[config.mk]
export PLATFORM = sky130hd
export DESIGN_NAME = mm2s_read_sequencer
export DESIGN_NICKNAME = d
export VERILOG_FILES = /design/src/rtl/mm2s_read_sequencer.sv
export SDC_FILE = /design/constraint.sdc
export NUM_CORES = 1
export LEC_CHECK = 0
export CORE_MARGIN = 1.5
export CORE_UTILIZATION = 40
export CTS_CLUSTER_SIZE = 40
export DETAILED_ROUTE_END_ITERATION = 10
export HOLD_SLACK_MARGIN = 0.1
export PLACE_DENSITY = 0.67
export SLEW_MARGIN = 25
export SYNTH_ARGS = -nofsm -noshare
export SYNTH_HDL_FRONTEND = slang
export SYNTH_SLANG_ARGS = --single-unit
[constraint.sdc]
create_clock -name ACLK -period 2.5 [get_ports ACLK]
set_input_delay 0.5 -clock ACLK [delete_from_list [all_inputs] [get_ports ACLK]]
set_output_delay 0.5 -clock ACLK [all_outputs]
set_load 0.02 [all_outputs]
[src/rtl/mm2s_read_sequencer.sv]
// Command front-end for the MM2S reader: turns one (base, burst count) command into a paced
// sequence of start_read pulses and runs the reader's sw_reset handshake on abort.
module mm2s_read_sequencer #(
    parameter int C_M_AXI_ADDR_WIDTH = 32,
    parameter int C_AXI_DATA_WIDTH   = 32,
    parameter int C_M_AXI_BURST_LEN  = 256,
    parameter int C_COUNT_WIDTH      = 16
) (
    input  logic                          ACLK,
    input  logic                          ARESETN,
    input  logic [C_M_AXI_ADDR_WIDTH-1:0] cmd_base_addr,
    input  logic [C_COUNT_WIDTH-1:0]      cmd_num_bursts,
    input  logic                          cmd_valid,
    output logic                          cmd_ready,
    input  logic                          abort,
    output logic                          busy,
    output logic                          done,
    output logic                          aborted,
    output logic [C_COUNT_WIDTH-1:0]      bursts_done,
    output logic [C_M_AXI_ADDR_WIDTH-1:0] read_address,
    output logic                          start_read,
    input  logic                          output_idle,
    output logic                          sw_reset,
    input  logic                          sw_reset_ok,
    output logic [2:0]                    dbg_state
);

    localparam int AW          = C_M_AXI_ADDR_WIDTH;
    localparam int BURST_BYTES = C_M_AXI_BURST_LEN * C_AXI_DATA_WIDTH / 8;
    localparam logic [AW-1:0] BURST_INC  = AW'(BURST_BYTES);
    localparam logic [AW-1:0] ALIGN_MASK = ~(BURST_INC - AW'(1));

    typedef enum logic [2:0] {
        S_IDLE       = 3'd0,
        S_ISSUE      = 3'd1,
        S_WAIT_BUSY  = 3'd2,
        S_WAIT_IDLE  = 3'd3,
        S_DONE       = 3'd4,
        S_ABORT      = 3'd5,
        S_ABORT_WAIT = 3'd6
    } state_t;

    state_t                   state_q, state_d;
    logic [AW-1:0]            addr_q, addr_d;
    logic [C_COUNT_WIDTH-1:0] remaining_q, remaining_d;
    logic [C_COUNT_WIDTH-1:0] bursts_done_q, bursts_done_d;
    logic [AW-1:0]            read_address_q, read_address_d;
    logic                     start_read_q, start_read_d;
    logic                     sw_reset_q, sw_reset_d;
    logic                     done_q, done_d;
    logic                     aborted_q, aborted_d;

    // Handshake: a command transfers on a rising ACLK edge where cmd_valid && cmd_ready;
    // cmd_ready is high exactly in IDLE and does not depend on cmd_valid.
    always_comb begin
        state_d        = state_q;
        addr_d         = addr_q;
        remaining_d    = remaining_q;
        bursts_done_d  = bursts_done_q;
        read_address_d = read_address_q;
        start_read_d   = 1'b0;
        done_d         = 1'b0;
        aborted_d      = 1'b0;

        case (state_q)
            S_IDLE: begin
                if (cmd_valid) begin
                    addr_d        = cmd_base_addr & ALIGN_MASK;
                    remaining_d   = cmd_num_bursts;
                    bursts_done_d = '0;
                    state_d       = (cmd_num_bursts == '0) ? S_DONE : S_ISSUE;
                end
            end
            S_ISSUE: begin
                if (abort) begin
                    state_d = S_ABORT;
                end else if (output_idle) begin
                    start_read_d   = 1'b1;
                    read_address_d = addr_q;
                    state_d        = S_WAIT_BUSY;
                end
            end
            S_WAIT_BUSY: begin
                // The reader only drops idle once it has sampled start_read.
                if (abort) begin
                    state_d = S_ABORT;
                end else if (!output_idle) begin
                    state_d = S_WAIT_IDLE;
                end
            end
            S_WAIT_IDLE: begin
                if (abort) begin
                    state_d = S_ABORT;
                end else if (output_idle) begin
                    addr_d        = addr_q + BURST_INC;
                    remaining_d   = remaining_q - 1'b1;
                    bursts_done_d = bursts_done_q + 1'b1;
                    state_d       = (remaining_d == '0) ? S_DONE : S_ISSUE;
                end
            end
            S_DONE: begin
                done_d  = 1'b1;
                state_d = S_IDLE;
            end
            S_ABORT: begin
                if (sw_reset_ok) begin
                    state_d = S_ABORT_WAIT;
                end
            end
            S_ABORT_WAIT: begin
                if (!sw_reset_ok) begin
                    aborted_d = 1'b1;
                    state_d   = S_IDLE;
                end
            end
            default: state_d = S_IDLE;
        endcase

        sw_reset_d = (state_d == S_ABORT);
    end

    always_ff @(posedge ACLK) begin
        if (!ARESETN) begin
            state_q        <= S_IDLE;
            addr_q         <= '0;
            remaining_q    <= '0;
            bursts_done_q  <= '0;
            read_address_q <= '0;
            start_read_q   <= 1'b0;
            sw_reset_q     <= 1'b0;
            done_q         <= 1'b0;
            aborted_q      <= 1'b0;
        end else begin
            state_q        <= state_d;
            addr_q         <= addr_d;
            remaining_q    <= remaining_d;
            bursts_done_q  <= bursts_done_d;
            read_address_q <= read_address_d;
            start_read_q   <= start_read_d;
            sw_reset_q     <= sw_reset_d;
            done_q         <= done_d;
            aborted_q      <= aborted_d;
        end
    end

    assign cmd_ready    = (state_q == S_IDLE);
    assign busy         = (state_q != S_IDLE);
    assign done         = done_q;
    assign aborted      = aborted_q;
    assign bursts_done  = bursts_done_q;
    assign read_address = read_address_q;
    assign start_read   = start_read_q;
    assign sw_reset     = sw_reset_q;
    assign dbg_state    = state_q;

endmodule

## Word level (Yosys, flattened, before mapping)

Cells that the tools add are included.

| word-level totals | value |
|---|---|
| register bits | 103 |
| output and inout port bits | 57 |
| word-level logic and storage cells | 61 |

| cells by class | value |
|---|---|
| $add $sub $neg | 3 |
| equal/unequal tests | 10 |
| muxes and demuxes | 27 |
| bitwise operators | 3 |
| reduce and logical (&&, ||, !) cells | 9 |

Operators by type and width:

| cell | count |
|---|---|
| two-way mux 16 bit | 6 |
| two-way mux 32 bit | 3 |
| one-hot mux 16 bit (2 select lines) | 2 |
| one-hot mux 32 bit (2 select lines) | 1 |
| two-way mux 3 bit | 11 |
| adder 32 x 11 -> 32 bit (second input constant) | 1 |
| zero test 16 bit | 2 |
| one-hot mux 3 bit (6 select lines) | 1 |
| adder 16 x 1 -> 16 bit (second input constant) | 1 |
| subtractor 16 x 1 -> 16 bit (second input constant) | 1 |
| == test 3 bit (second input constant) | 4 |
| == test 3 x 2 -> 1 bit (second input constant) | 2 |
| inequality test 2 bit (second input constant) | 3 |
| AND reduction 4 bit | 1 |
| == test 3 x 1 -> 1 bit (second input constant) | 1 |
| zero test 3 bit | 1 |
| two-way mux 1 bit | 3 |
| inverter 1 bit | 3 |
| AND reduction 3 bit | 1 |
| nonzero test 3 bit | 1 |
| OR reduction 3 bit | 1 |
| AND reduction 2 bit | 1 |
| nonzero test 2 bit | 1 |

## Longest topological paths before layout

Gate-level depths: netlist of the first run.

| logic depth | value |
|---|---|
| depth in word-level cells | 7 |
| mapped depth | 8 |
| depth with buffers taken out | 7 |

## Worst setup path before layout of the first run

No wires, ideal clock.

| path | value |
|---|---|
| path type | register -> register |
| from | reg remaining_q[0] |
| to | reg state_q[2] (netlist: dbg_state[2]) |
| data arrival time | 2.127 ns |
| setup slack | 0.277 ns |
| stages on the path, launching flop included | 8 |
| clock period less this slack | 2.223 ns |
| cells stage by stage | dfxtp_1 > inv_1 > ha_1 > nor3b_1 > and4b_1 > xor2_1 > or4_1 > o41ai_2 |

| between the ends | value |
|---|---|
| longest elaborated chain between the ends | 6 |

Ends and longest elaborated chain:

| element | RTL line | text |
|---|---|---|
| from (decl) | 45 | `logic [C_COUNT_WIDTH-1:0] remaining_q, remaining_d;` |
| from (signal assigned) | 136 | `remaining_q <= remaining_d;` |
| subtractor 16 x 1 -> 16 bit | 96 | `remaining_d = remaining_q - 1'b1;` |
| zero test 16 bit | 98 | `state_d = (remaining_d == '0) ? S_DONE : S_ISSUE;` |
| two-way mux 3 bit | 98 |  |
| two-way mux 3 bit | 94 | `end else if (output_idle) begin` |
| two-way mux 3 bit | 92 | `if (abort) begin` |
| one-hot mux 3 bit (6 select lines) | 65 | `case (state_q)` |
| to (signal assigned) | 134 | `state_q <= state_d;` |
| to (decl) | 43 | `state_t state_q, state_d;` |

No other way between the ends.
A chain may end at the register's enable or synchronous reset.

## Worst setup path in the final report of the first run

| path | value |
|---|---|
| from | reg state_q[1] (netlist: dbg_state[1]) |
| to | out cmd_ready |

| between the ends | value |
|---|---|
| longest elaborated chain between the ends | 1 |

Ends and longest elaborated chain:

| element | RTL line | text |
|---|---|---|
| zero test 3 bit | 146 | `assign cmd_ready = (state_q == S_IDLE);` |
| to (decl) | 14 | `output logic cmd_ready,` |

No other way between the ends.

==> impl_metrics.py, run 1 <==
metrics = {
    "outcome": {
        "status": "completed",
    },
    "grt": {
        "grt-ovfl-total": 0,
        "grt_usage_pct": 20.0,
        "grt_antenna_before_repair": 0,
        "grt_pass1_vias": 4019,
        "grt_pass1_wl_um": 19000,
        "grt_max_degree": 49,
    },
    "yosys": {
        "yosysTopAreaCellShare_pct": 37.1,
        "synth-async-reset-ratio_pct": 0,
        "yosys.area_share.xor_xnor_pct": 4.11,
        "syn-instance-count": 574,
        "muxShareOfSynthArea_pct": 0.224,
        "synth_edf_count": 0,
        "syn_area_per_cell_um2": 7.79,
        "synth_compound_area_share_pct": 23.9,
        "synth.area.top_cells": "dfxtp_1 37%, nand2_1 6.8%, a21oi_1 6.6%",
        "synth_seq_cells": 83,
        "synth_largest_area_cell": "dfxtp_1",
        "ys.flop_type": "dfxtp_1",
        "synth_warnings": 0,
        "synth_top_family_by_area": "simple AND/OR/NAND/NOR gates",
        "yosysUniqueCellTypes": 62,
        "ys_seq_area_share_pct": 37.1,
        "syn-cell-area_um2": 4470,
        "yosys.area_share.simple_pct": 27.3,
        "synth_fa_ha_area_share_pct": 1.12,
    },
    "worst_setup_path": {
        "startpoint_type": "register",
        "endpoint_kind": "primary output",
        "r2r_slack_ns": 0.21,
        "path_max_fanout": 16,
        "crit_chain": "or3_1 > inv_1 > clkdlybuf4s50_1",
        "slowest_stage": "clkdlybuf4s50_1",
        "cp.required_ns": 2.00,
        "endpoint": "cmd_ready",
        "cp_slowest_stage_delay_ns": 0.61,
        "crit_type": "reg -> out",
        "r2r-end": "dbg_state[2]",
        "rr_worst_depth": 7,
        "r2r_start": "remaining_q[0]",
        "critPathLaunch": "dbg_state[1]",
        "worstPathArrival_ns": 1.91,
    },
    "layout": {
        "nets": 719,
        "layout-drive-gt1-share_pct": 9.76,
        "regArea_um2": 1660,
        "final_util_pct": 53.2,
        "multi_input_area_um2": 2580,
        "final_common_cell": "clkdlybuf4s50_1",
        "n_antenna_cell": 0,
        "mostFrequentLayoutCells": "90 x clkdlybuf4s50_1, 83 x dfxtp_1, 81 x nand2_1, 65 x nor2_1, 59 x a21oi_1",
        "area_delta_synth_final_pct": 29.4,
        "fill_cells": 1068,
        "final_area_um2": 5790,
    },
    "floorplanning": {
        "row_count": 38,
        "die_x_um": 109,
        "fp.dieArea_um2": 11800,
        "ios": 111,
        "core_area_um2": 10900,
        "die_h_um": 109,
        "start_util_pct": 41.1,
    },
    "placement": {
        "dpl.hpwl_um": 8270,
        "io_buffer_count": 90,
        "placed_cell_area_um2": 5570,
        "place_ws_ns": -0.0888,
        "place.gp.congestion": 0.832,
    },
    "routing": {
        "wire_per_inst_um": 14.5,
        "drt_iter0_markers": 222,
        "wirelength_um": 11700,
        "via_per_inst": 5.47,
        "vias": 4409,
        "dr.pass1.iters": 5,
        "drcViolationCount": 0,
        "ant_nets": 0,
    },
    "clock_network": {
        "htree_levels": 3,
        "cts_buffers": 9,
        "clock-sinks": 83,
        "clockBufferDepth": 2,
        "clk-insertion-delay-late_ns": 0.35,
        "clkTransAtPathRegs_ns": 0.09,
        "clock-root-buffer": "clkbuf_8",
        "cts_tree": "built",
    },
    "pwr": {
        "p_leak_nw": 2.06,
        "p_per_area_nw_per_um2": 564,
        "power_switching_mw": 1.03,
        "power_frac_seq_pct": 46.2,
        "p_int_mw": 2.24,
        "clkPwrFrac_pct": 31.2,
        "total_power_mw": 3.27,
        "p_comb_share_pct": 22.5,
        "peakVddDrop_mv": 0.317,
        "sw_frac_of_total_pct": 31.4,
    },
    "sta": {
        "worst_pin_slew_ns": 0.552,
        "slew_violations": 0,
        "fmax_mhz": 415,
        "finClkSkew_ns": 0.0120,
        "setup_viol": 0,
        "fin_crit_ns": 2.41,
        "final_hold_viol_count": 0,
        "slew_headroom_pct": 62.9,
        "fin_ws_ns": 0.0882,
        "rsz0062_at_grt": "false",
        "period_share_pct": 96.5,
    },
    "flow_run": {
        "drv_cap": 0,
    },
    "hold_path": {
        "hp-class": "reg -> reg",
    },
}
-- cell usage after synthesis (all sizes together) (4+ instances only) --
cell type / number
a21oi: 60
and3: 10
a311oi: 4
o41ai: 7
nor3: 9
nand3: 19
xnor2: 9
dfxtp: 83
o221a: 7
o31ai: 5
buf: 20
or3: 4
inv: 8
and2: 10
nand4: 12
o21ai: 35
nor3b: 5
a211oi: 8
a22oi: 7
nand2: 81
nor4: 12
ha: 4
clkbuf: 30
xor2: 12
nor2: 65
-- flip-flops by register name, summed over array words and instances (netlist names) --
register / count
done: 1
addr_q: 22
bursts_done: 16
read_address: 22
start_read: 1
dbg_state: 3
remaining_q: 16
sw_reset: 1
aborted: 1
-- area by class of cell --
| type | instances | share of cell area, % |
|---|---|---|
| Multi-Input combinational cell | 442 | 44.6 |
| Sequential cell | 83 | 28.7 |
| Timing Repair Buffer | 117 | 19.5 |
| Tap cell | 140 | 3.03 |
| Clock buffer | 10 | 2.38 |
| Clock inverter | 6 | 1.25 |
| Inverter | 8 | 0.519 |
-- power groups by stage --
stage | clock network (mW) | registers, mW | logic, mW
after CTS | 1.05 | 1.51 | 0.731
final | 1.02 | 1.51 | 0.736
after global placement | 0 | 1.53 | 0.717
after global routing | 1.09 | 1.53 | 0.814
after floorplan | 0 | 1.52 | 0.472
after detailed placement | 0 | 1.54 | 0.730
-- critical path: cells and delay by family, from the launching register on --
family | cells | cell delay (ns)
buffers and inverters | 2 | 0.70
and+or+nand+nor | 1 | 0.39
DFF | 1 | 0.47
-- cell families (layout without fill, tap and decap cells) --
kind of cell / Yosys count / in the layout
compound gates: 158 / 158
xor+xnor: 21 / 21
fa+ha+maj: 4 / 4
buf+inv: 58 / 141
flops: 83 / 83
mux: 1 / 1
other cells: 1 / 10
simple gates: 248 / 248
-- timing repair --
item	4_1_cts	5_1_grt
hold buffers	0	0
gates resized for setup	0	1
endpoints found under the setup margin	0	1
setup buffers	0	0
-- per-stage QoR --
step                TNS (ns)  hold slack [ns]  cells
finish                     0            0.457    806
global route               0            0.473    806
CTS                        0            0.459    806
detailed placement    -0.487            0.446    790
global placement     -0.0690            0.443    790
floorplan                  0            0.440    583
-- worst min path at each step --
stage                startpoint               end  slack (ns)  cells past startpoint
4_1_cts        read_address[26]  read_address[26]        0.46                      2
2_1_floorplan        addr_q[25]  read_address[25]        0.44                      2
6_report       read_address[28]  read_address[28]        0.46                      2
5_1_grt        read_address[23]  read_address[23]        0.47                      2
3_3_place_gp   read_address[24]  read_address[24]        0.44                      2
3_5_place_dp   read_address[26]  read_address[26]        0.45                      2
-- metal layers --
layer	vias to the layer above	wire, um	track usage, %	part of all wire (%)
met5	-	0	0	0
met1	2048	5310	26.6	46
met4	0	201	6.86	1.7
li1	2222	-	-	-
met2	122	5530	33.0	47
met3	17	623	2.81	5.3
Power figures use the tool's default switching activity.
==> run 2, diff against run 1 <==
--- a/config.mk
+++ b/config.mk
@@ -9,7 +9,7 @@
 export CORE_UTILIZATION = 40
 export CTS_CLUSTER_SIZE = 40
 export DETAILED_ROUTE_END_ITERATION = 10
-export HOLD_SLACK_MARGIN = 0.1
+export HOLD_SLACK_MARGIN = 0.05
 export PLACE_DENSITY = 0.67
 export SLEW_MARGIN = 25
 export SYNTH_ARGS = -nofsm -noshare
==> results of run 2 <==
Same layout as run 1: the final DEF is identical, and so are final timing and power.
==> run 3, diff against run 2 <==
--- a/config.mk
+++ b/config.mk
@@ -5,12 +5,12 @@
 export SDC_FILE = /design/constraint.sdc
 export NUM_CORES = 1
 export LEC_CHECK = 0
-export CORE_MARGIN = 1.5
-export CORE_UTILIZATION = 40
+export CORE_MARGIN = 5
+export CORE_UTILIZATION = 50
 export CTS_CLUSTER_SIZE = 40
 export DETAILED_ROUTE_END_ITERATION = 10
 export HOLD_SLACK_MARGIN = 0.05
-export PLACE_DENSITY = 0.67
+export PLACE_DENSITY = 0.81
 export SLEW_MARGIN = 25
 export SYNTH_ARGS = -nofsm -noshare
 export SYNTH_HDL_FRONTEND = slang
==> impl_metrics.py, run 3 (synthesis results as in run 1) <==
metrics = {
    "worst_setup_path": {
        "crit_type": "reg -> out",
        "slowest_stage": "clkdlybuf4s50_1",
        "crit_chain": "or3_1 > inv_1 > clkdlybuf4s50_1",
        "rr_worst_depth": 8,
        "endpoint_kind": "primary output",
        "path_max_fanout": 13,
        "startpoint_type": "register",
        "r2r_start": "remaining_q[0]",
        "cp.required_ns": 2.00,
        "cp_slowest_stage_delay_ns": 0.61,
        "worstPathArrival_ns": 1.86,
        "critPathLaunch": "dbg_state[0]",
    },
    "routing": {
        "vias": 4512,
        "drt_iter0_markers": 255,
        "ant_nets": 0,
        "wire_per_inst_um": 15.8,
        "dr.pass1.iters": 7,
        "wirelength_um": 12200,
        "drcViolationCount": 0,
        "via_per_inst": 5.86,
    },
    "floorplanning": {
        "die_h_um": 105,
        "ios": 111,
        "fp.dieArea_um2": 10900,
        "row_count": 34,
        "start_util_pct": 51.3,
        "die_x_um": 105,
        "core_area_um2": 8720,
    },
    "clock_network": {
        "clock-sinks": 83,
        "clockBufferDepth": 2,
        "cts_buffers": 9,
        "holdBufCountCts": 0,
        "cts_tree": "built",
        "htree_levels": 3,
        "clkTransAtPathRegs_ns": 0.09,
        "clk-insertion-delay-late_ns": 0.35,
        "clock-root-buffer": "clkbuf_8",
    },
    "sta": {
        "setup_viol": 0,
        "finClkSkew_ns": 0.0121,
        "rsz0062_at_grt": "false",
        "fmax_mhz": 424,
        "slew_violations": 0,
        "fin_ws_ns": 0.143,
        "fin_crit_ns": 2.36,
        "worst_pin_slew_ns": 0.614,
        "slew_headroom_pct": 58.7,
        "period_share_pct": 94.3,
        "final_hold_viol_count": 0,
    },
    "layout": {
        "nets": 715,
        "area_delta_synth_final_pct": 28.6,
        "n_antenna_cell": 0,
        "fin_cells": 770,
        "mostFrequentLayoutCells": "90 x clkdlybuf4s50_1, 81 x nand2_1, 81 x dfxtp_1, 65 x nor2_1, 59 x a21oi_1",
        "layout-drive-gt1-share_pct": 9.21,
        "final_common_cell": "clkdlybuf4s50_1",
    },
    "grt": {
        "grt_max_degree": 66,
        "grt_usage_pct": 21.4,
        "grt_antenna_before_repair": 0,
        "grt-ovfl-total": 0,
        "grt_pass1_vias": 4269,
        "grt_pass1_wl_um": 20100,
    },
    "pwr": {
        "peakVddDrop_mv": 0.301,
        "p_leak_nw": 2.06,
        "p_per_area_nw_per_um2": 582,
        "total_power_mw": 3.35,
    },
    "placement": {
        "place_inst": 754,
        "dpl.hpwl_um": 8510,
        "place.gp.congestion": 0.897,
        "place_ws_ns": -0.0795,
        "io_buffer_count": 90,
    },
    "hold_path": {
        "min_from": "read_address[25]",
        "worstHoldPathCells": 2,
        "hp-class": "reg -> reg",
    },
    "flow_run": {
        "drv_cap": 0,
    },
    "outcome": {
        "status": "completed",
    },
}
-- run 3: changes by cell type in the layout (fill, tap and decap cells not counted) --
cell	previous run	this run
a21oi_2	1	0
a211oi_1	7	8
buf_4	25	20
a21oi_4	0	1
buf_12	2	3
inv_6	0	1
a211oi_2	1	0
dfxtp_2	0	2
clkinvlp_4	3	1
dfxtp_1	83	81
bufinv_16	1	2
inv_8	1	0
clkbuf_1	0	1
-- run 3: layer usage --
metal  vias to the layer above  GRT usage, %  part of all wire, %  routed length [um]
met2                       198          35.3                   48                5840
li1                       2204             -                    -                   -
met3                        21          3.64                  6.8                 832
met4                         0          7.31                  2.0                 249
met5                         -             0                    0                   0
met1                      2089          28.3                   43                5250
-- run 3: repair_timing --
action | 4_1_cts | 5_1_grt
hold endpoints to repair | 0 | 0
endpoints found under the setup margin | 0 | 1
gates resized for setup | 0 | 2
setup buffers | 0 | 0
-- run 3: through the flow --
step / utilization [%] / instance area (um2) / setup TNS [ns] / hold slack (ns)
after floorplan: - / 4510 / 0 / 0.440
after CTS: 65.9 / 5750 / 0 / 0.459
after global placement: 63.3 / 5520 / -0.0599 / 0.442
after detailed placement: 63.3 / 5520 / -0.440 / 0.447
final: 66.0 / 5750 / 0 / 0.455
after global routing: 66.0 / 5750 / 0 / 0.481
-- run 3: worst max-delay path: cells and delay by family (launching register included) --
kind	cells	cell delay [ns]
buffers and inverters	2	0.72
and+or+nand+nor	1	0.39
DFF	1	0.39
-- run 3: worst paths after layout --
kind | to | slack, ns
hold / removal | read_address[25] | 0.45
hold reg to reg | read_address[25] | 0.45
setup / recovery | cmd_ready | 0.14
setup reg to reg | dbg_state[0] | 0.19
-- run 3: area by class of cell --
type / count / area, um2
clock buffer: 11 / 141
inverter: 8 / 30.0
multi-input combinational: 442 / 2590
fill: 751 / 2970
timing repair buffer: 113 / 1110
sequential: 83 / 1660
tap: 108 / 135
clock inverter: 5 / 85.1
-- run 3: where the power goes --
part	total [mW]	switching, mW	internal (mW)
Sequential	1.51	0.107	1.40
Clock	1.10	0.500	0.596
Combinational	0.740	0.406	0.335
Total	3.35	1.01	2.33
